<file path="src/rtl/ad7357_pkg.sv">
// rtl/ad7357_pkg.sv - shared constants, state type and frame-slot helper for the AD7357 interface
package ad7357_pkg;

    localparam int AD7357_DATA_W      = 14;
    localparam int AD7357_FRAME_SCLKS = 16;
    localparam int AD7357_LEAD_ZEROS  = 2;

    // Half-cycle counts are taken before the i_clk edge; the edge with count 2k-1 raises SCLK for the k-th time.
    localparam logic [5:0] AD7357_HC_END = 6'(2 * AD7357_FRAME_SCLKS);
    localparam logic [5:0] AD7357_HC_LZ  = 6'(2 * (AD7357_LEAD_ZEROS - 1) - 1);

    typedef enum logic [1:0] {
        IDLE,
        SHIFT,
        QUIET
    } ad7357_state_e;

    function automatic logic is_data_rise(input logic [5:0] hc);
        logic [5:0] k;
        k = (hc + 6'd1) >> 1;
        return hc[0] && (k >= 6'(AD7357_LEAD_ZEROS))
                     && (k < 6'(AD7357_LEAD_ZEROS + AD7357_DATA_W));
    endfunction

endpackage

</file>
<file path="src/rtl/ad7357_shreg.sv">
// rtl/ad7357_shreg.sv - per-line MSB-first capture shift register for one ADC data output
module ad7357_shreg
    import ad7357_pkg::*;
(
    input  logic                     i_clk,
    input  logic                     i_rst_n,
    input  logic                     i_en,
    input  logic                     i_bit,
    output logic [AD7357_DATA_W-1:0] o_data
);

    logic [AD7357_DATA_W-1:0] data_q;
    logic [AD7357_DATA_W-1:0] data_d;

    always_comb begin
        data_d = data_q;
        if (i_en) begin
            data_d = {data_q[AD7357_DATA_W-2:0], i_bit};
        end
    end

    always_ff @(posedge i_clk or negedge i_rst_n) begin
        if (!i_rst_n) begin
            data_q <= '0;
        end else begin
            data_q <= data_d;
        end
    end

    assign o_data = data_q;

endmodule

</file>
<file path="src/rtl/ad7357if.sv">
// rtl/ad7357if.sv - AD7357 master serial interface top; AD7357IF_ZERO_CHECK_EN adds leading-zero check on o_err
module ad7357if
    import ad7357_pkg::*;
#(
    parameter int QUIET_CYCLES = 2
) (
    input  logic                     i_clk,
    input  logic                     i_rst_n,
    input  logic                     i_acquire,
    output logic                     o_ready,
    output logic [AD7357_DATA_W-1:0] o_sample_a,
    output logic [AD7357_DATA_W-1:0] o_sample_b,
    output logic                     o_if_sclk,
    output logic                     o_if_cs_n,
    input  logic                     i_if_sdata_a,
    input  logic                     i_if_sdata_b
`ifdef AD7357IF_ZERO_CHECK_EN
    ,
    output logic                     o_err
`endif
);

    ad7357_state_e            state_q, state_d;
    logic [5:0]               cnt_q, cnt_d;
    logic                     cs_n_q, cs_n_d;
    logic                     sclk_q, sclk_d;
    logic                     ready_q, ready_d;
    logic [AD7357_DATA_W-1:0] sample_a_q, sample_a_d;
    logic [AD7357_DATA_W-1:0] sample_b_q, sample_b_d;
    logic [AD7357_DATA_W-1:0] shreg_a, shreg_b;
    logic                     shift_en;

    // cnt_q counts SCLK half-cycles in SHIFT and is reused as the quiet-time counter in QUIET.
    always_comb begin
        state_d    = state_q;
        cnt_d      = cnt_q;
        cs_n_d     = cs_n_q;
        sclk_d     = sclk_q;
        ready_d    = ready_q;
        sample_a_d = sample_a_q;
        sample_b_d = sample_b_q;
        shift_en   = 1'b0;
        case (state_q)
            IDLE: begin
                if (i_acquire) begin
                    state_d = SHIFT;
                    cs_n_d  = 1'b0;
                    sclk_d  = 1'b1;
                    ready_d = 1'b0;
                    cnt_d   = '0;
                end
            end
            SHIFT: begin
                if (cnt_q == AD7357_HC_END) begin
                    state_d    = QUIET;
                    cs_n_d     = 1'b1;
                    sclk_d     = 1'b1;
                    sample_a_d = shreg_a;
                    sample_b_d = shreg_b;
                    cnt_d      = '0;
                end else begin
                    sclk_d   = ~sclk_q;
                    cnt_d    = cnt_q + 6'd1;
                    shift_en = is_data_rise(cnt_q);
                end
            end
            QUIET: begin
                if (cnt_q == 6'(QUIET_CYCLES - 1)) begin
                    state_d = IDLE;
                    ready_d = 1'b1;
                    cnt_d   = '0;
                end else begin
                    cnt_d = cnt_q + 6'd1;
                end
            end
            default: state_d = IDLE;
        endcase
    end

    always_ff @(posedge i_clk or negedge i_rst_n) begin
        if (!i_rst_n) begin
            state_q    <= IDLE;
            cnt_q      <= '0;
            cs_n_q     <= 1'b1;
            sclk_q     <= 1'b1;
            ready_q    <= 1'b1;
            sample_a_q <= '0;
            sample_b_q <= '0;
        end else begin
            state_q    <= state_d;
            cnt_q      <= cnt_d;
            cs_n_q     <= cs_n_d;
            sclk_q     <= sclk_d;
            ready_q    <= ready_d;
            sample_a_q <= sample_a_d;
            sample_b_q <= sample_b_d;
        end
    end

    ad7357_shreg u_shreg_a (
        .i_clk   (i_clk),
        .i_rst_n (i_rst_n),
        .i_en    (shift_en),
        .i_bit   (i_if_sdata_a),
        .o_data  (shreg_a)
    );

    ad7357_shreg u_shreg_b (
        .i_clk   (i_clk),
        .i_rst_n (i_rst_n),
        .i_en    (shift_en),
        .i_bit   (i_if_sdata_b),
        .o_data  (shreg_b)
    );

`ifdef AD7357IF_ZERO_CHECK_EN
    logic lz_a_q, lz_a_d;
    logic lz_b_q, lz_b_d;
    logic err_q, err_d;

    always_comb begin
        lz_a_d = lz_a_q;
        lz_b_d = lz_b_q;
        err_d  = err_q;
        if (state_q == SHIFT && cnt_q == AD7357_HC_LZ) begin
            lz_a_d = i_if_sdata_a;
            lz_b_d = i_if_sdata_b;
        end
        if (state_q == SHIFT && cnt_q == AD7357_HC_END) begin
            err_d = lz_a_q | lz_b_q;
        end
    end

    always_ff @(posedge i_clk or negedge i_rst_n) begin
        if (!i_rst_n) begin
            lz_a_q <= 1'b0;
            lz_b_q <= 1'b0;
            err_q  <= 1'b0;
        end else begin
            lz_a_q <= lz_a_d;
            lz_b_q <= lz_b_d;
            err_q  <= err_d;
        end
    end

    assign o_err = err_q;
`endif

    assign o_ready    = ready_q;
    assign o_sample_a = sample_a_q;
    assign o_sample_b = sample_b_q;
    assign o_if_sclk  = sclk_q;
    assign o_if_cs_n  = cs_n_q;

endmodule

</file>
<file path="config.mk">
export PLATFORM = sky130hd
export DESIGN_NAME = ad7357if
export DESIGN_NICKNAME = d
export VERILOG_FILES = /design/src/rtl/ad7357_pkg.sv /design/src/rtl/ad7357_shreg.sv /design/src/rtl/ad7357if.sv
export SDC_FILE = /design/constraint.sdc
export NUM_CORES = 1
export LEC_CHECK = 0
export CORE_MARGIN = 4
export CORE_UTILIZATION = 55
export DETAILED_ROUTE_END_ITERATION = 7
export GPL_TIMING_DRIVEN = 0
export PLACE_DENSITY = 0.81
export SLEW_MARGIN = 15
export SYNTH_ARGS = -nofsm -noshare
export SYNTH_HDL_FRONTEND = slang
export SYNTH_SLANG_ARGS = --single-unit
</file>
<file path="constraint.sdc">
create_clock -name i_clk -period 3.2 [get_ports i_clk]
set_clock_uncertainty 0.1 [all_clocks]
set_input_delay 0.8 -clock i_clk [delete_from_list [all_inputs] [get_ports i_clk]]
set_output_delay 0.8 -clock i_clk [all_outputs]
set_load 0.01 [all_outputs]
</file>
# Word-level counts from Yosys, hierarchy flattened
# Index checks and enable logic that the tools add are counted.
# classes
n_reduce_logical	12
addsub	1
n_lt_le_gt_ge	2
n_bitwise	1
n_mux	18
n_eq_ne	7
# op_table
operator	count
6-bit two-way mux	3
6-bit one-hot mux with 3 select lines	1
3-bit AND reduction	3
1-bit two-way mux	7
6-bit by 1-bit adder with 6-bit output (second input constant)	1
6-bit by 1-bit equality test with 1-bit output (second input constant)	1
6-bit equality test (second input constant)	1
2-bit two-way mux	3
2-bit inequality test (second input constant)	3
1-bit one-hot mux with 2 select lines	3
2-bit one-hot mux with 3 select lines	1
2-bit AND reduction	3
5-bit by 2-bit >= comparator with 1-bit output (second input constant)	1
5-bit < comparator (second input constant)	1
2-bit nonzero test	2
3-bit nonzero test	1
2-bit by 1-bit equality test with 1-bit output (second input constant)	1
2-bit equality test (second input constant)	1
1-bit logical AND	2
2-bit zero test	1
1-bit NOT	1
# word_totals
inputBits	5
ff_bits	67
out_inout_bits	31
word_cells	50

# Depth between registers and ports, before layout
# depth
ltp_word	6
depth_mapped	7
depth_no_buf	6

# Hierarchy
# Synthesis repeated with hierarchy kept, for this count alone.
# unflattened
hier_cells	193
area_unflattened_um2	2877.8
# modules_own_cells
module	cells_per_inst	area_each_um2	n_inst	seq_area_each_um2
ad7357if	135	1839.3	1	979.7
ad7357_shreg	29	519.2	2	350.3

# Least setup slack after synthesis
# Ideal clock, no wire load.
# synth_path
kind	register to register
start	reg cnt_q[0]
end	reg u_shreg_a.data_q[0] (netlist: u_shreg_a.o_data[0])
period_less_slack_ns	2.346
arrival_time_ns	2.121
path_buffers	1
setup_ns	0.125
required_ns	2.975
path_stages_with_launch	6
path_slack_ns	0.854
path_cell_list	dfrtp_1 -> nand4_2 -> or3_4 -> a2111oi_4 -> buf_6 -> mux2_4
# synth_between
elab_chain_len	6
word_cells_on_any_way	8
cone_classes	add/sub: 1; order compare: 2; eq/ne: 1; mux: 2; reduce/logical: 2
# synth_lines
element	line_no	rtl
from (decl)	ad7357if.sv:24	logic [5:0] cnt_q, cnt_d;
from (signal assigned)	ad7357if.sv:91	cnt_q <= cnt_d;
6-bit by 1-bit adder with 6-bit output	ad7357_pkg.sv:20	k = (hc + 6'd1) >> 1;
5-bit by 2-bit >= comparator with 1-bit output	ad7357_pkg.sv:21	return hc[0] && (k >= 6'(AD7357_LEAD_ZEROS))
1-bit logical AND	ad7357_pkg.sv:21	
1-bit logical AND	ad7357_pkg.sv:22	&& (k < 6'(AD7357_LEAD_ZEROS + AD7357_DATA_W));
1-bit two-way mux *	ad7357if.sv:54	if (cnt_q == AD7357_HC_END) begin
1-bit two-way mux *	ad7357if.sv:43	case (state_q)
to (signal assigned)	ad7357_shreg.sv:26	data_q <= data_d;
to (decl)	ad7357_shreg.sv:12	logic [AD7357_DATA_W-1:0] data_q;
# Every way passes the cells marked *; elsewhere a longest branch is shown, timed or not.
# A chain may end at the register's enable or synchronous reset.

# Worst setup path in the final report
# layout_path
start	reg cnt_q[0]
end	reg u_shreg_a.data_q[5] (netlist: u_shreg_a.o_data[5])
# The elaborated chain is that of the path after synthesis.

==> flow_summary_export.csv <==
group,metric,value,unit
setup_path,reg2reg_to,"u_shreg_a.o_data[5]$_DFFE_PN0P_",
logic_synthesis,ys_seq_area_share,57.52,%
clocking,postCtsHoldBufs,0,
timing,finalHoldViolCount,0,
setup_path,required,3320,ps
logic_synthesis,syn_inst,204,
floorplanning,ios,36,
floorplanning,die_w,80.88,um
global_route,grtUsageMet1,24.85,%
clocking,clkSinkCount,67,
power_and_ir_drop,leakage,1.556,nW
clocking,cts_setup_buffers,0,
floorplanning,rows,26,
clocking,numCtsBuffers,9,
detailed_routing,firstDrtPassIters,4,
floorplanning,core_area,5140,um^2
setup_path,crit_buf_inv,2,
final_layout,area_delta_synth_final,22.83,%
power_and_ir_drop,peakVddDrop,0.3593,mV
global_route,grt_overflow,0,
setup_path,reg2reg_slack,520,ps
timing,tightest_slew,777.9,ps
setup_path,crit_family,"compound AO/OA/AOI/OAI gates",
placed_design,dp_cells,310,
detailed_routing,vias,1712,
timing,holdWs,190.3,ps
setup_path,crit_arrival,2800,ps
timing,finalCritPeriodShare,83.72,%
placed_design,io_buffers,35,
setup_path,slowest_stage,"a2111oi_4",
global_route,grt_pass1_vias,1681,
setup_path,max_stage_delay,800,ps
final_layout,nets,262,
logic_synthesis,mappedNetlistArea,2922,um^2
timing,setup-tns-final,0,ps
global_route,use_met2,23.56,%
logic_synthesis,syn_nets,215,
logic_synthesis,yosys_warnings,0,
placed_design,gp_congestion,0.8394,
global_route,grt_pass1_wl,8376,um
final_layout,antenna_cells,0,
timing,slew_headroom,48.14,%
hold_path,hold_path.class,"input port to asynchronous set/reset pin",
final_layout,layout-drive-gt1-share,33.59,%
logic_synthesis,async_reset_ff_share,100.0,%
job,drv_cap,0,
status,outcome,"finished clean",
setup_path,crit_type,"flip-flop to flip-flop",
detailed_routing,via_per_inst,5.252,
setup_path,setup.worst_path.start_class,"flip-flop",
logic_synthesis,yosysTopAreaCell,"dfrtp_1",
timing,period_minus_slack,2679,ps
clocking,clock-root-buffer,"clkbuf_8",
power_and_ir_drop,power_density,606.9,nW/um^2
timing,slew_violations,0,
final_layout,fin_cells,326,
final_layout,final_cell_mix,"dfrtp_1, mux2_2, clkdlybuf4s50_1",
floorplanning,die_h,80.88,um
clocking,cts_max_path_buffers,2,
timing,setup_viol_count_final,0,
floorplanning,start_util,56.84,%
clocking,cts_max_level,3,
clocking,cts.repair.resized,0,
global_route,grt_max_degree,59,
final_layout,fin_util,69.82,%
global_route,antenna_found_initial,0,
clocking,clock_latency,340,ps
setup_path,r2r-start,"cnt_q[0]$_DFFE_PN0P_",
detailed_routing,ant_nets,0,
logic_synthesis,synth_top_area_share,54.82,%
global_route,grt_usage,17.19,%
logic_synthesis,synth_flop_cell,"dfrtp_1",
placed_design,dpl.hpwl,3266,um
clocking,clk_pin_slew,70,ps
logic_synthesis,avgSynthCellArea,14.32,um^2
global_route,grt.busiest_layer,"met1",
power_and_ir_drop,fin_total_pwr,2.178,mW
final_layout,layout_commonest_cell,"dfrtp_1",
timing,rsz0062_at_grt,"false",
timing,max_freq,373.3,MHz
logic_synthesis,ys_ff_latch,67,
logic_synthesis,synth.area.top_cells,"dfrtp_1, mux2_2, mux2_4",
logic_synthesis,synth.distinct_cells,34,
setup_path,crit_path_cell_trace,"inv_1 -> ha_1 -> nand2_1 -> o21ai_0 -> a2111oi_4 -> buf_6 -> mux2_4",
detailed_routing,wl,4788,um
detailed_routing,drtIter0Drc,99,
floorplanning,die-area,6542,um^2
detailed_routing,routedWlPerCell,14.69,um
clocking,cts_tree,"done",
setup_path,worstSetupEndpointType,"flip-flop",
global_route,met3_usage,5.987,%
setup_path,reg2regPathDepth,7,
setup_path,cp_max_fo,10,
detailed_routing,drc_errors,0,
logic_synthesis,synth_edf_count,0,
[Yosys cell counts, types with 2 or more instances]
master    number
ha_1           6
o21a_1         4
o221ai_1       4
nor3_1         2
mux2i_1        2
dfstp_2        3
nor2_1         3
a31oi_1        2
buf_6          3
nand3_1        4
a21oi_1        3
nor2b_1        2
inv_1          9
nand2b_1       2
nand2_1       12
mux2_4        20
and2_1         2
dfrtp_1       64
mux2_2        36
o21ai_0        7
[cell type report]
type | count | area [um^2]
Buffer | 6 | 46.29
Clock buffer | 12 | 155.1
Clock inverter | 4 | 48.80
Fill cell | 378 | 1551
Inverter | 9 | 33.78
Multi-Input combinational cell | 122 | 1161
Sequential cell | 67 | 1680
Tap cell | 70 | 87.58
Timing Repair Buffer | 36 | 375.4
[kinds of logic (layout without fill, tap and decap cells)]
logic type	Yosys count	count (layout)	synth area share (%)
AOI/OAI and AO/OA	24	24	6.081
adders and majority gates	6	6	2.570
buffers and inverters	15	67	2.740
DFF	67	67	57.52
muxes	58	58	24.84
and+or+nand+nor	34	34	6.253
[routing by layer]
| metal | routed length [um] | up-vias |
|---|---|---|
| met3 | 219 | 9 |
| met4 | 96 | 0 |
| met1 | 2329 | 849 |
| met2 | 2142 | 37 |
| met5 | 0 | - |
| li1 | - | 817 |
[worst max path at each step]
stage	startpoint	to	slack [ps]	cells after the start
6_report	cnt_q[0]$_DFFE_PN0P_	u_shreg_a.o_data[5]$_DFFE_PN0P_	520	7
4_1_cts	cnt_q[0]$_DFFE_PN0P_	u_shreg_a.o_data[1]$_DFFE_PN0P_	480	7
5_1_grt	cnt_q[1]$_DFFE_PN0P_	u_shreg_a.o_data[1]$_DFFE_PN0P_	310	7
3_5_place_dp	cnt_q[0]$_DFFE_PN0P_	u_shreg_b.o_data[9]$_DFFE_PN0P_	510	7
3_3_place_gp	i_rst_n	u_shreg_a.o_data[8]$_DFFE_PN0P_	-920	1
2_1_floorplan	cnt_q[0]$_DFFE_PN0P_	u_shreg_a.o_data[0]$_DFFE_PN0P_	850	5
[state kept, by name, summed over array words and instances (netlist names)]
name and cells:
o_if_cs_n 1, o_sample_b 14, u_shreg_a.o_data 14, o_sample_a 14, o_if_sclk 1, o_ready 1, cnt_q 6, u_shreg_b.o_data 14
state_q 2
[per-stage QoR]
step	setup slack, ps	instance area (um^2)
CTS	483.7	3588
global route	308.3	3588
detailed placement	514.6	3385
global placement	-923.7	3359
finish	520.9	3588
floorplan	853.6	2922
[where the power goes]
group | leakage [nW] | switching, mW | total, mW | internal [mW]
combinational | 0.658 | 0.241 | 0.453 | 0.212
sequential | 0.791 | 0.0704 | 1.01 | 0.941
clock | 0.106 | 0.312 | 0.714 | 0.401
total | 1.56 | 0.624 | 2.18 | 1.55
Power figures use the tool's default switching activity.
